$ cat config.mk
export PLATFORM = sky130hd
export DESIGN_NAME = sm_accum_disp_amisha
export DESIGN_NICKNAME = d
export VERILOG_FILES = /design/src/rtl/sm_accum_disp_amisha.sv
export SDC_FILE = /design/constraint.sdc
export NUM_CORES = 1
export LEC_CHECK = 0
export BUFFER_PORTS_ARGS = -buffer_cell sky130_fd_sc_hd__buf_2
export CAP_MARGIN = 25
export CORE_UTILIZATION = 45
export CTS_CLUSTER_SIZE = 16
export DETAILED_ROUTE_END_ITERATION = 10
export PLACE_DENSITY = 0.73
export RECOVER_POWER = 100
export SETUP_SLACK_MARGIN = 0.02
export SLEW_MARGIN = 25
export SYNTH_ARGS = -nofsm -noshare
export SYNTH_HDL_FRONTEND = slang
export SYNTH_SLANG_ARGS = --single-unit
$ cat constraint.sdc
create_clock -name clk_amisha -period 5.1 [get_ports clk_amisha]
set_input_delay 1.02 -clock clk_amisha [delete_from_list [all_inputs] [get_ports clk_amisha]]
set_output_delay 1.02 -clock clk_amisha [all_outputs]
set_load 0.02 [all_outputs]
$ cat src/rtl/sm_accum_disp_amisha.sv
// Registered sign-magnitude accumulator with saturation and a sticky overflow flag,
// plus a four-digit multiplexed seven-segment display of the running total.
module sm_accum_disp_amisha #(
  parameter int N            = 8,
  parameter int REFRESH_BITS = 18
) (
  input  logic         clk_amisha,
  input  logic         reset_amisha,
  input  logic [N-1:0] in_amisha,
  input  logic         add_amisha,
  input  logic         mode_amisha,
  input  logic         clr_amisha,
  output logic [N-1:0] acc_amisha,
  output logic         ovf_amisha,
  output logic [3:0]   an_amisha,
  output logic [7:0]   sseg_amisha
);

  localparam int          M       = N - 1;
  localparam logic [M-1:0] MAX_MAG = '1;
  localparam int          NDIG    = (M + 3) / 4;
  localparam logic [2:0]  NDIG3   = 3'(NDIG);

  logic                    acc_sign;
  logic [M-1:0]            acc_mag;
  logic [REFRESH_BITS-1:0] refresh_cnt;

  logic [M-1:0] op_mag;
  logic         op_sign;
  logic [M:0]   mag_sum;
  logic [M-1:0] res_mag;
  logic         res_sign;
  logic         res_sat;

  assign acc_amisha = {acc_sign, acc_mag};

  // Subtract mode flips the operand sign; a zero magnitude is always treated as +0.
  assign op_mag  = in_amisha[M-1:0];
  assign op_sign = (in_amisha[N-1] ^ mode_amisha) && (op_mag != '0);
  assign mag_sum = {1'b0, acc_mag} + {1'b0, op_mag};

  always_comb begin
    res_mag  = acc_mag;
    res_sign = acc_sign;
    res_sat  = 1'b0;
    if (op_sign == acc_sign) begin
      if (mag_sum[M]) begin
        res_mag = MAX_MAG;
        res_sat = 1'b1;
      end else begin
        res_mag = mag_sum[M-1:0];
      end
    end else if (acc_mag >= op_mag) begin
      res_mag = acc_mag - op_mag;
    end else begin
      res_mag  = op_mag - acc_mag;
      res_sign = op_sign;
    end
    if (res_mag == '0) begin
      res_sign = 1'b0;
    end
  end

  // Reset beats clear, and clear beats add; the refresh counter runs regardless.
  always_ff @(posedge clk_amisha) begin
    if (reset_amisha) begin
      acc_sign    <= 1'b0;
      acc_mag     <= '0;
      ovf_amisha  <= 1'b0;
      refresh_cnt <= '0;
    end else begin
      refresh_cnt <= refresh_cnt + 1'b1;
      if (clr_amisha) begin
        acc_sign   <= 1'b0;
        acc_mag    <= '0;
        ovf_amisha <= 1'b0;
      end else if (add_amisha) begin
        acc_sign   <= res_sign;
        acc_mag    <= res_mag;
        ovf_amisha <= ovf_amisha | res_sat;
      end
    end
  end

  function automatic logic [7:0] hex_font(input logic [3:0] nib);
    case (nib)
      4'h0:    hex_font = 8'hC0;
      4'h1:    hex_font = 8'hF9;
      4'h2:    hex_font = 8'hA4;
      4'h3:    hex_font = 8'hB0;
      4'h4:    hex_font = 8'h99;
      4'h5:    hex_font = 8'h92;
      4'h6:    hex_font = 8'h82;
      4'h7:    hex_font = 8'hF8;
      4'h8:    hex_font = 8'h80;
      4'h9:    hex_font = 8'h90;
      4'hA:    hex_font = 8'h88;
      4'hB:    hex_font = 8'h83;
      4'hC:    hex_font = 8'hC6;
      4'hD:    hex_font = 8'hA1;
      4'hE:    hex_font = 8'h86;
      default: hex_font = 8'h8E;
    endcase
  endfunction

  logic [1:0]  digit_sel;
  logic [11:0] mag12;

  assign digit_sel = refresh_cnt[REFRESH_BITS-1:REFRESH_BITS-2];
  assign mag12     = 12'(acc_mag);

  // Digits beyond the magnitude width stay blank; digit 3 carries only the minus sign.
  always_comb begin
    an_amisha   = 4'b1111;
    sseg_amisha = 8'hFF;
    case (digit_sel)
      2'd0:    an_amisha = 4'b1110;
      2'd1:    an_amisha = 4'b1101;
      2'd2:    an_amisha = 4'b1011;
      default: an_amisha = 4'b0111;
    endcase
    if (digit_sel == 2'd3) begin
      sseg_amisha = acc_sign ? 8'hBF : 8'hFF;
    end else if ({1'b0, digit_sel} < NDIG3) begin
      sseg_amisha = hex_font(mag12[{digit_sel, 2'b00} +: 4]);
    end
  end

endmodule

# Word level (Yosys, flattened, before mapping)
# Memories as Yosys holds them, arrays and structs flattened.
# Cells that the tools add are included.
dict set report op_classes {
  n_eq_ne 6
  n_mux 12
  div_mod_pow 0
  multipliers 0
  reduce_logical 6
  add_sub_neg 4
  magnitude_cmp 2
  shift 1
  n_bitwise 2
}
# cell n
set ops {}
lappend ops {{7-bit 2-to-1 mux} 4}
lappend ops {{18-bit by 1-bit adder with 18-bit output, second input constant} 1}
lappend ops {{8-bit 2-to-1 mux} 2}
lappend ops {{7-bit subtractor} 2}
lappend ops {{4-bit one-hot mux with 3 select lines} 1}
lappend ops {{12-bit by 5-bit variable part select with 4-bit output} 1}
lappend ops {{7-bit by 7-bit adder with 8-bit output} 1}
lappend ops {{7-bit >= comparator} 1}
lappend ops {{7-bit logical NOT} 1}
lappend ops {{7-bit nonzero test} 1}
lappend ops {{1-bit 2-to-1 mux} 5}
lappend ops {{2-bit equality test, second input constant} 2}
lappend ops {{2-bit by 1-bit inequality test with 1-bit output, second input constant} 2}
lappend ops {{3-bit AND reduction} 1}
lappend ops {{2-bit by 1-bit equality test with 1-bit output, second input constant} 1}
lappend ops {{2-bit logical NOT} 1}
lappend ops {{2-bit less-than comparator, second input constant} 1}
lappend ops {{2-bit OR reduction} 1}
lappend ops {{1-bit equality test} 1}
lappend ops {{1-bit logical AND} 1}
lappend ops {{1-bit OR} 1}
lappend ops {{1-bit XOR} 1}
dict set report totals {
  latchBits 0
  regBits 27
  output_inout_bits 21
  rom_bits 112
  in_bits 13
  ram_bits 0
  wordCells 38
  n_memories 1
}
# memory depth word_bits read_ports rd_clocked_by_memory_dff wr line
set memory_table {}
lappend memory_table {{(name not given)} 16 7 1 0 0 86} ;# case (nib)

# Logic depth before layout (Yosys ltp)
dict set report logic_depth {
  word_depth 7
  ltp_mapped 12
  mapped_depth_nobuf 12
}

# Worst setup path after synthesis
# No wires, ideal clock.
dict set report synth_timing {
  path_kind {in2reg}
  startpoint {input port in_amisha[3]}
  endpoint {register acc_sign}
  setup_ns 0.136
  path_buffers 1
  stages 11
  setup_slack_ns 2.088
  arrival_time_ns 2.876
  cell_sequence {inv_1 -> ha_1 -> buf_6 -> o21a_1 -> o211ai_1 -> a31oi_2 -> a2111oi_2 -> o21a_1 -> o32ai_1 -> a211oi_1 -> a41oi_1}
}
dict set report synth_via {
  elab_chain_cells 7
  word_cells_on_any_way 17
}
# item line
set synth_rtl {}
lappend synth_rtl {{start, declared} 9} ;# input logic [N-1:0] in_amisha,
lappend synth_rtl {{parallel branches: the longest is 7 deep, another holds 7-bit by 7-bit adder with 8-bit output} --}
lappend synth_rtl {{end signal, assigned} 78} ;# acc_sign <= res_sign;
lappend synth_rtl {{end, declared} 24} ;# logic acc_sign;
# Parallel ways; which one is timed is not known. The select of a mux whose other input is x is not followed.
# A chain may end at the register's enable or synchronous reset.

# Worst setup path after layout
dict set report layout_timing {
  startpoint {register refresh_cnt[16]}
  endpoint {output port sseg_amisha[2]}
}
dict set report layout_via {
  elab_chain_cells 4
  word_cells_on_any_way 6
}
# item line
set layout_rtl {}
lappend layout_rtl {{start, declared} 26} ;# logic [REFRESH_BITS-1:0] refresh_cnt;
lappend layout_rtl {{start signal, assigned} 72} ;# refresh_cnt <= refresh_cnt + 1'b1;
lappend layout_rtl {{12-bit by 5-bit variable part select with 4-bit output} 125} ;# sseg_amisha = hex_font(mag12[{digit_sel, 2'b00} +: 4]);
lappend layout_rtl {{memory 16 x 7 bit} --}
lappend layout_rtl {{8-bit 2-to-1 mux} 124} ;# end else if ({1'b0, digit_sel} < NDIG3) begin
lappend layout_rtl {{8-bit 2-to-1 mux (*)} 122} ;# if (digit_sel == 2'd3) begin
lappend layout_rtl {{end, declared} 16} ;# output logic [7:0] sseg_amisha
# Every way passes the cells marked *; elsewhere a longest branch is shown, timed or not.

==> impl_metrics.toml <==
[status]
status = "completed"

[floorplan]
initial_utilization_pct = 47.6
num_rows = 26
die_w_um = 76.4
num_io_pins = 34
fp.dieH_um = 76.4
core_area_um2 = 5240
die_area_um2 = 5840

[clock_network]
h-tree-depth = 1
clk_pin_slew_ps = 90
post_cts_buffers = 0
cts_root_buf = "clkbuf_8"
cts_sinks = 27
worstSkewPairLatency_ps = 270
post_cts_resize_count = 0
cts_tree = "yes"
holdBufCountCts = 0
clockBufferDepth = 2
cts_buffers = 3

[synthesis]
yosysWarnings = 0
yosysTopAreaCellShare_pct = 21.7
async_flop_share_pct = 0
synth_top_area_cell = "dfxtp_1"
ys.flop_type = "dfxtp_1"
synth.ff_latch_count = 27
postSynthAreaPerCell_um2 = 7.84
ys_types = 63
synth.net_count = 362
synth_area_leaders = "dfxtp_1 (22%), ha_1 (14%), nor2_1 (6.5%)"
syn_inst = 318
seq_area_frac_synth_pct = 21.7
synth_edf_count = 0
synth_area_um2 = 2490

[critical_path]
cp_max_fo = 8
critical_path_arrival_ps = 2470
critPathKind = "flop to primary output"
start_kind = "flop"
endpoint_kind = "primary output"
cp.required_ps = 4080

[sta]
setup_slack_ps = 1610
hold_viol = 0
worstMarginPinSlew_ps = 737
rsz0062_at_grt = "false"
setup_tns_ps = 0
fin_crit_sh_pct = 68.4
setup_viol = 0
max_freq_mhz = 287
min_period_ps = 3490
drv_slew = 0
finClkSkew_ps = 4.50
relSlewSlack_pct = 50.9

[route]
drtPass1Iterations = 4
viasPerCell = 5.54
wl_per_cell_um = 14.0
vias = 2266
ant_nets = 0
post-route-drc-count = 0
routed_wl_um = 5710
drt_iter0_drc = 169

[layout]
final_cell_mix = "nor2_1 (43), ha_1 (28), inv_1 (27), dfxtp_1 (27), nand2_1 (25)"
diodes = 0
nets = 384
layout_commonest_cell = "nor2_1"
drive_gt1_share_pct = 8.55
syn2layout_area_growth_pct = 6.42

[placed_design]
hpwl_um = 4570
pre_cts_slack_ps = 1600
routabilityCongestion = 0.956
io_buffer_count = 32

[pwr]
vdd_drop_max_uv = 139
powerDensity_nw_per_um2 = 201
p_int_mw = 0.345
switching_share_pct = 35.5
p_comb_share_pct = 35.7
power_switching_mw = 0.190
power_leakage_nw = 1.07
clkPwrFrac_pct = 22.2
seqPwrFrac_pct = 42.1

[global_routing]
grt_max_degree = 20
grt_pass1_wl_um = 9880
grt_overflow = 0
antenna_found_initial = 0
track_usage_pct = 20.6
grt_pass1_vias = 2022

[hold_path]
hold_class = "flop to flop"

[job]
maxCapViolCount = 0
## final timing paths
path,from,to,slack [ps],cells past startpoint
min reg2reg,refresh_cnt[0],refresh_cnt[0],460,1
min,refresh_cnt[0],refresh_cnt[0],460,1
max,refresh_cnt[16],sseg_amisha[2],1610,7
max reg2reg,acc_mag[4],acc_sign,2310,9
## power by group through the flow
stage,Combinational [mW],Sequential (mW),Clock (mW)
2_1_floorplan,0.148,0.231,0
3_3_place_gp,0.193,0.230,0
3_5_place_dp,0.192,0.230,0
4_1_cts,0.193,0.225,0.124
5_1_grt,0.211,0.226,0.133
6_report,0.191,0.225,0.119
## cells in the mapped netlist (all sizes together), types with 9 or more instances
cell	count
nor2	43
nand2	25
o21ai	10
inv	27
xor2	10
nand3	10
a21oi	18
ha	28
dfxtp	27
a211oi	9
## layout make-up
class / count / area [µm²]
clock buffer: 4 / 45.0
tap: 70 / 87.6
multi-input combinational: 249 / 1750
sequential: 27 / 541
timing repair buffer: 32 / 133
inverter: 27 / 101
fill: 515 / 2580
## sequential cells by signal, indices dropped and copies added, names as in the netlist
name,flops
acc_mag,7
acc_sign,1
ovf_amisha,1
refresh_cnt,18
## stage by stage
step           utilization [%]  hold slack, ps  power (mW)  cells  cell area, µm²
2_1_floorplan                -             426       0.379    318            2490
3_3_place_gp              50.6             438       0.422    405            2650
3_5_place_dp              50.6             446       0.422    405            2650
4_1_cts                   51.5             465       0.542    409            2700
5_1_grt                   50.7             503       0.571    409            2650
6_report                  50.7             461       0.534    409            2650
## routing by layer
layer	routed length (µm)	vias up	global-route usage (%)
met5	0	-	0
met4	80	0	4.23
met3	313	8	2.99
met2	2420	66	30.7
met1	2900	1043	31.1
li1	-	1149	-
## cells by family (layout without fill, tap and decap cells)
family	count (synthesis)	after routing	share of synthesized area, %
DFF	27	27	21.7
muxes	8	8	3.21
adders and majority gates	31	31	16.5
xor gates and xnor gates	18	18	6.62
and+or+nand+nor	112	112	21.4
AOI/OAI and AO/OA	79	79	22.8
other	1	1	0.150
buffers and inverters	42	63	7.68
## critical path, cell delays in order (launching register included)
cell and delay (ps):
dfxtp_1 530, mux2i_1 120, nor2_1 250, inv_1 170, ha_1 280, or4_1 510, nand3_1 90, clkbuf_1 230
No activity file was read; power rests on OpenSTA's default activity.
